--- src/rtl/sap1_controller_sequencer_if.sv ---
// SAP-1 controller/sequencer bus interface.
// Carries the opcode nibble from the instruction register into the controller
// and the control word, ring state and halt indication back out.
//   opcode  : IR upper nibble, valid T4..T6 (driven by master)
//   con     : 12-bit control word {Cp,Ep,nLm,nCE,nLi,nEi,nLa,Ea,Su,Eu,nLb,nLo}
//   t_state : one-hot ring state, bit0 = T1
//   nHlt    : low while halted
interface sap1_controller_sequencer_if;
    logic [3:0]  opcode;
    logic [11:0] con;
    logic [5:0]  t_state;
    logic        nHlt;

    // Master: the datapath side (IR supplies opcode, blocks consume con).
    modport master (
        output opcode,
        input  con,
        input  t_state,
        input  nHlt
    );

    // Slave: the controller/sequencer itself.
    modport slave (
        input  opcode,
        output con,
        output t_state,
        output nHlt
    );
endinterface

--- src/rtl/sap1_controller_sequencer.sv ---
// SAP-1 controller/sequencer: six-state one-hot ring counter plus
// instruction decoder producing the 12-bit datapath control word.
//
// Ports:
//   clk  : system clock, rising edge
//   clr  : synchronous active-high reset
//   bus  : sap1_controller_sequencer_if.slave (opcode in; con, t_state, nHlt out)
//
// Optional build macro: SAP_VAR_CYCLE_EN
//   Defined   : execute states that would only emit NOP are skipped
//               (LDA ends after T5, OUT and undefined opcodes after T4).
//   Undefined : every instruction takes the fixed six states.
//
// con is combinational from ring state, opcode, halt flag and clr so the
// datapath acts on it at the very next rising edge.
module sap1_controller_sequencer #(
    parameter logic [3:0] OP_LDA = 4'h0,
    parameter logic [3:0] OP_ADD = 4'h1,
    parameter logic [3:0] OP_SUB = 4'h2,
    parameter logic [3:0] OP_OUT = 4'hE,
    parameter logic [3:0] OP_HLT = 4'hF
) (
    input  logic                           clk,
    input  logic                           clr,
    sap1_controller_sequencer_if.slave     bus
);

    // Control words, bit order {Cp,Ep,nLm,nCE,nLi,nEi,nLa,Ea,Su,Eu,nLb,nLo}.
    localparam logic [11:0] CW_NOP     = 12'h3E3;
    localparam logic [11:0] CW_FETCH1  = 12'h5E3;  // Ep, nLm
    localparam logic [11:0] CW_FETCH2  = 12'hBE3;  // Cp
    localparam logic [11:0] CW_FETCH3  = 12'h263;  // nCE, nLi
    localparam logic [11:0] CW_IR2MAR  = 12'h1A3;  // nLm, nEi
    localparam logic [11:0] CW_RAM2A   = 12'h2C3;  // nCE, nLa
    localparam logic [11:0] CW_RAM2B   = 12'h2E1;  // nCE, nLb
    localparam logic [11:0] CW_ADD2A   = 12'h3C7;  // nLa, Eu
    localparam logic [11:0] CW_SUB2A   = 12'h3CF;  // nLa, Eu, Su
    localparam logic [11:0] CW_A2OUT   = 12'h3F2;  // Ea, nLo

    // One-hot encoding doubles as the t_state output.
    typedef enum logic [5:0] {
        T1 = 6'b000001,
        T2 = 6'b000010,
        T3 = 6'b000100,
        T4 = 6'b001000,
        T5 = 6'b010000,
        T6 = 6'b100000
    } state_t;

    state_t      state_q, state_d;
    logic        halt_q, halt_d;
    logic [11:0] con_c;
    logic        op_known;

    assign op_known = (bus.opcode == OP_LDA) || (bus.opcode == OP_ADD) ||
                      (bus.opcode == OP_SUB) || (bus.opcode == OP_OUT) ||
                      (bus.opcode == OP_HLT);

    // Next ring state and halt flag.
    always_comb begin
        state_d = state_q;
        halt_d  = halt_q;
        if (!halt_q) begin
            case (state_q)
                T1: state_d = T2;
                T2: state_d = T3;
                T3: state_d = T4;
                T4: begin
                    if (bus.opcode == OP_HLT) begin
                        // Freeze in T4; only clr leaves the halted state.
                        halt_d = 1'b1;
                    end else begin
                        state_d = T5;
`ifdef SAP_VAR_CYCLE_EN
                        if (bus.opcode == OP_OUT || !op_known)
                            state_d = T1;
`endif
                    end
                end
                T5: begin
                    state_d = T6;
`ifdef SAP_VAR_CYCLE_EN
                    if (bus.opcode == OP_LDA)
                        state_d = T1;
`endif
                end
                T6:      state_d = T1;
                default: state_d = T1;
            endcase
        end
    end

    always_ff @(posedge clk) begin
        if (clr) begin
            state_q <= T1;
            halt_q  <= 1'b0;
        end else begin
            state_q <= state_d;
            halt_q  <= halt_d;
        end
    end

    // Control word decode.
    always_comb begin
        con_c = CW_NOP;
        if (!clr && !halt_q) begin
            case (state_q)
                T1: con_c = CW_FETCH1;
                T2: con_c = CW_FETCH2;
                T3: con_c = CW_FETCH3;
                T4: begin
                    if (bus.opcode == OP_LDA || bus.opcode == OP_ADD ||
                        bus.opcode == OP_SUB)
                        con_c = CW_IR2MAR;
                    else if (bus.opcode == OP_OUT)
                        con_c = CW_A2OUT;
                end
                T5: begin
                    if (bus.opcode == OP_LDA)
                        con_c = CW_RAM2A;
                    else if (bus.opcode == OP_ADD || bus.opcode == OP_SUB)
                        con_c = CW_RAM2B;
                end
                T6: begin
                    if (bus.opcode == OP_ADD)
                        con_c = CW_ADD2A;
                    else if (bus.opcode == OP_SUB)
                        con_c = CW_SUB2A;
                end
                default: con_c = CW_NOP;
            endcase
        end
    end

    assign bus.con     = con_c;
    assign bus.t_state = state_q;
    assign bus.nHlt    = ~halt_q;

endmodule

--- src/flat_wrapper.sv ---
// flat-port wrapper written by rule: the top's interface ports become plain ports
module sap1_controller_sequencer_flat 
#(
    parameter logic [3:0] OP_LDA = 4'h0,
    parameter logic [3:0] OP_ADD = 4'h1,
    parameter logic [3:0] OP_SUB = 4'h2,
    parameter logic [3:0] OP_OUT = 4'hE,
    parameter logic [3:0] OP_HLT = 4'hF
)
  (clk, clr, bus_opcode, bus_con, bus_t_state, bus_nHlt);
  sap1_controller_sequencer_if bus_i ();
  input  logic clk;
  input  logic clr;
  input wire logic [$bits(bus_i.opcode)-1:0] bus_opcode;
  output wire logic [$bits(bus_i.con)-1:0] bus_con;
  output wire logic [$bits(bus_i.t_state)-1:0] bus_t_state;
  output wire logic [$bits(bus_i.nHlt)-1:0] bus_nHlt;
  assign bus_i.opcode = bus_opcode;
  assign bus_con = bus_i.con;
  assign bus_t_state = bus_i.t_state;
  assign bus_nHlt = bus_i.nHlt;
  sap1_controller_sequencer #(.OP_LDA(OP_LDA), .OP_ADD(OP_ADD), .OP_SUB(OP_SUB), .OP_OUT(OP_OUT), .OP_HLT(OP_HLT)) u_core (.clk(clk), .clr(clr), .bus(bus_i));
endmodule
--- config.mk ---
export PLATFORM = sky130hd
export DESIGN_NAME = sap1_controller_sequencer_flat
export DESIGN_NICKNAME = d
export VERILOG_FILES = /design/src/rtl/sap1_controller_sequencer_if.sv /design/src/rtl/sap1_controller_sequencer.sv /design/src/flat_wrapper.sv
export SDC_FILE = /design/constraint.sdc
export NUM_CORES = 1
export LEC_CHECK = 0
export CORE_UTILIZATION = 47
export CTS_CLUSTER_DIAMETER = 120
export CTS_CLUSTER_SIZE = 25
export DETAILED_ROUTE_END_ITERATION = 12
export GPL_TIMING_DRIVEN = 0
export PLACE_DENSITY = 0.83
export RECOVER_POWER = 50
export REMOVE_ABC_BUFFERS = 1
export SKIP_CTS_REPAIR_TIMING = 1
export SYNTH_ARGS = -nofsm -noshare
export SYNTH_HDL_FRONTEND = slang
export SYNTH_SLANG_ARGS = --single-unit
--- constraint.sdc ---
create_clock -name clk -period 2.5 [get_ports clk]
set_input_delay 0.625 -clock clk [delete_from_list [all_inputs] [get_ports clk]]
set_output_delay 0.625 -clock clk [all_outputs]
set_load 0.02 [all_outputs]
# Word level (Yosys, flattened, before mapping)
# Index checks and enable logic that the tools add are counted.
[totals]
register_bits = 7
input_bits = 6
output_inout_bits = 19
[op_classes]
n_eq_ne = 11
n_mux = 13
bitwise = 1
reduce_logical = 8
[ops]
columns = ["op", "count"]
rows = [
  ["12-bit one-hot mux with 6 select lines", 1],
  ["12-bit 2-to-1 mux", 4],
  ["6-bit one-hot mux with 5 select lines", 1],
  ["6-bit 2-to-1 mux", 2],
  ["9-bit 2-to-1 mux", 1],
  ["4-bit equality test (second input constant)", 2],
  ["6-bit by 1-bit equality test with 1-bit output (second input constant)", 1],
  ["6-bit by 2-bit equality test with 1-bit output (second input constant)", 1],
  ["6-bit by 3-bit equality test with 1-bit output (second input constant)", 1],
  ["6-bit by 4-bit equality test with 1-bit output (second input constant)", 1],
  ["6-bit by 5-bit equality test with 1-bit output (second input constant)", 1],
  ["6-bit equality test (second input constant)", 1],
  ["5-bit 2-to-1 mux", 1],
  ["4-bit by 1-bit equality test with 1-bit output (second input constant)", 1],
  ["4-bit by 2-bit equality test with 1-bit output (second input constant)", 1],
  ["4-bit logical NOT", 1],
  ["1-bit logical OR", 3],
  ["1-bit 2-to-1 mux", 3],
  ["1-bit logical NOT", 2],
  ["2-bit != test (second input constant)", 1],
  ["2-bit AND reduction", 1],
  ["1-bit logical AND", 1],
  ["1-bit inverter", 1],
]

# Logic depth before layout (Yosys ltp)
[logic_depth]
word_depth = 6
ltp_mapped = 5

# Worst setup path before layout
# Ideal clock, no wire load.
[synth_path]
path_kind = "in2out"
startpoint = "input port clr"
endpoint = "output port bus_con[4]"
stages = 3
path_slack_ns = 0.024
path_buffers = 1
arrival_ns = 1.851
path_cell_list = "clkbuf_1 -> or2_2 -> nor4_1"
[synth_between]
elab_chain_cells = 3
[synth_lines]
columns = ["element", "line_no", "source"]
rows = [
  ["start: declaration", "flat_wrapper.sv:13", "input logic clr;"],
  ["1-bit logical NOT", "sap1_controller_sequencer.sv:106", "if (!clr && !halt_q) begin"],
  ["1-bit logical AND", "sap1_controller_sequencer.sv:106", ""],
  ["12-bit 2-to-1 mux", "sap1_controller_sequencer.sv:106", ""],
  ["end: declaration", "flat_wrapper.sv:15", "output wire logic [$bits(bus_i.con)-1:0] bus_con;"],
]
# Every way passes these cells.

# Worst setup path in the final report
[layout_path]
startpoint = "input port bus_opcode[1]"
endpoint = "output port bus_con[1]"
[layout_between]
elab_chain_cells = 6
word_cells_on_any_way = 12
cone_classes = "eq/ne (2); mux (6); reduce/logical (4)"
[layout_lines]
columns = ["element", "line_no", "source"]
rows = [
  ["start: declaration", "flat_wrapper.sv:14", "input wire logic [$bits(bus_i.opcode)-1:0] bus_opcode;"],
  ["4-bit by 1-bit equality test with 1-bit output, or another cell as far along", "-", ""],
  ["1-bit logical OR, on equally long branches", "-", ""],
  ["9-bit 2-to-1 mux / 1-bit logical OR (equally long branches)", "sap1_controller_sequencer.sv:121, sap1_controller_sequencer.sv:112", ""],
  ["12-bit 2-to-1 mux, on equally long branches", "sap1_controller_sequencer.sv:119, sap1_controller_sequencer.sv:112", ""],
  ["12-bit one-hot mux with 6 select lines *", "sap1_controller_sequencer.sv:107", "case (state_q)"],
  ["12-bit 2-to-1 mux *", "sap1_controller_sequencer.sv:106", ""],
]
# Mark *: on every way between the ends. The rest lies on a longest branch, timed or not.

==> flow_summary.toml <==
[status]
outcome = "completed"

[detailed_routing]
wire_per_inst_um = 14.3
num_vias = 778
drtPass1Iterations = 4
drc_errors = 0
totalWireLength_um = 1820
dr.first_iter.drc_count = 24
vias_per_cell = 6.13
ant_nets = 0

[synth]
ys.flop_type = "dfxtp_1"
ys_types = 38
ys_warn_count = 0
ys_seq_area_share_pct = 20.1
netlist_area_um2 = 696
synth_edf_count = 0
async_reset_ff_share_pct = 0
syn_inst = 91
yosys_register_bits = 7
avgSynthCellArea_um2 = 7.64

[clocking]
clk_pin_slew_ns = 0.05
htree_num_levels = 1
cts_tree = "built"
insertion_delay_ns = 0.26
cts_buffers = 3
clockBufferDepth = 2
root_buffer = "clkbuf_4"
clock-sinks = 7

[sta]
fmax_mhz = 413
slew_headroom_pct = 73.0
finalCritPeriodShare_pct = 96.8
setup_viol = 0
fin_skew_ns = 0.0104
rsz0062_at_grt = "no"
hold_violations = 0
finalCriticalPeriod_ns = 2.42
report.final.slew_viol_count = 0
tightestPinTransition_ns = 0.400

[power_and_ir_drop]
p_sw_share_pct = 37.7
power_per_cell_area_nw_per_um2 = 410
peakVddDrop_mv = 0.303
leakage_nw = 0.384
p_clk_share_pct = 26.6
p_comb_share_pct = 37.8
power.internal_uw = 246
total_power_uw = 395
p_switching_uw = 149
power_frac_seq_pct = 35.6

[finish]
n_antenna_cell = 0
fin_nets = 119
fin_util_pct = 72.3
area.growth.synth_to_final_pct = 38.7
finalNonFillerCells = 127
layout_common_cells = "10 x nor2_1, 10 x dlymetal6s2s_1, 7 x nand2b_1, 6 x nand2_1, 5 x clkdlybuf4s50_1"
fill_cells = 112
layout-drive-gt1-share_pct = 25.0

[placed_design]
portBuffers = 24
gp_congestion = 0.798
dpl.cell_count = 123
dpl.hpwl_um = 1280

[global_routing]
grtUsageTotal_pct = 25.1
grt_overflow = 0
grt_pass1_wl_um = 2750
grt_max_degree = 18
antenna_found_initial = 0
grt_pass1_vias = 645

[critical_path]
cp_max_fo = 5
cp-end-kind = "output port"
r2r.worst_path.cells = 4
regToRegEndpoint = "u_core.bus.t_state[5]"
arrival_ns = 1.80
critPathLaunchType = "primary input"
r2r_start = "u_core.bus.t_state[0]"
crit_required_ns = 1.88
reg2reg_slack_ns = 0.87
setup.worst_path.class = "primary input to output port"

[worst_hold_path]
hp-class = "register to register"
min-delay-start = "u_core.halt_q"
hold_depth = 2
hold_end = "u_core.bus.t_state[2]"

[floorplan]
start_util_pct = 52.2
die_h_um = 40.5
pin_count = 25
chipWidth_um = 40.5
core_um2 = 1330
die_area_um2 = 1640
row_count = 13

[job]
maxCapViolations = 0
==> worst max-delay path, cell delays in order <==
cell	delay [ns]
clkbuf_1	0.24
xnor2_2	0.18
nor3_1	0.07
o32a_1	0.28
o211ai_1	0.19
clkbuf_2	0.20
==> Yosys cell counts, drive strengths merged, types with 3 or more instances <==
library cell  number  share of area, %
nand3b             3               3.8
nand2              6               3.2
nor4               4               4.5
dfxtp              7                20
buf                6               6.1
a21oi              5               4.7
inv                3               1.6
a211oi             3               3.2
nor3               5               5.2
o21ai              3               2.7
nor2              13               8.5
nand3              4               2.9
nand2b             7               6.3
nand4              3               2.7
==> cells by family (layout without fill, tap and decap cells) <==
logic type / count (synthesis) / in the layout / synth area share, %
mux: 1 / 1 / 1.62
simple gates: 51 / 51 / 44.2
xor+xnor: 4 / 4 / 5.04
compound gates: 18 / 18 / 20.7
buf+inv: 10 / 31 / 8.27
flops: 7 / 7 / 20.1
==> state kept, by name, summed over array words and instances (netlist names) <==
register	count
u_core.bus.t_state	6
u_core.halt_q	1
==> per-layer routing <==
layer / wire length, um / GRT usage (%)
met1: 838 / 32.7
met3: 86 / 3.33
met2: 872 / 40.9
met5: 0 / 0
met4: 24 / 10.0
==> worst max-delay path by stage <==
stage,startpoint,slack [ns],cells past startpoint,to
after detailed placement,bus_opcode[0],-0.71,6,bus_con[1]
after floorplan,u_core.bus.t_state[3],0.17,2,bus_con[4]
after global routing,bus_opcode[1],0.01,6,bus_con[1]
after global placement,bus_opcode[0],-0.68,6,bus_con[1]
final,bus_opcode[1],0.08,6,bus_con[1]
after CTS,bus_opcode[0],-0.71,6,bus_con[1]
==> through the flow <==
step / worst slack [ns] / setup TNS [ns] / cell area, um^2 / hold WS (ns)
final: 0.0789 / 0 / 965 / 0.559
after CTS: -0.710 / -6.11 / 935 / 0.562
after global routing: 0.0130 / 0 / 965 / 0.586
after floorplan: 0.168 / 0 / 649 / 0.504
after global placement: -0.680 / -6.10 / 908 / 0.546
after detailed placement: -0.709 / -6.15 / 908 / 0.555
==> final cells by class <==
cell class | instances | area [um^2] | share of cell area [%]
inverters | 3 | 11.3 | 1.17
repair buffers | 24 | 231 | 24.0
flip-flops and latches | 7 | 145 | 15.0
clock buffers | 4 | 26.3 | 2.72
well taps | 15 | 18.8 | 1.95
multi-input cells | 74 | 532 | 55.1
==> power groups by stage <==
stage	Clock, mW	Sequential (mW)	Combinational [mW]
2_1_floorplan	0	0.147	0.0837
3_3_place_gp	0	0.142	0.149
3_5_place_dp	0	0.143	0.151
4_1_cts	0.108	0.140	0.152
5_1_grt	0.119	0.143	0.160
6_report	0.105	0.141	0.149
(Power assumes the default switching activity.)
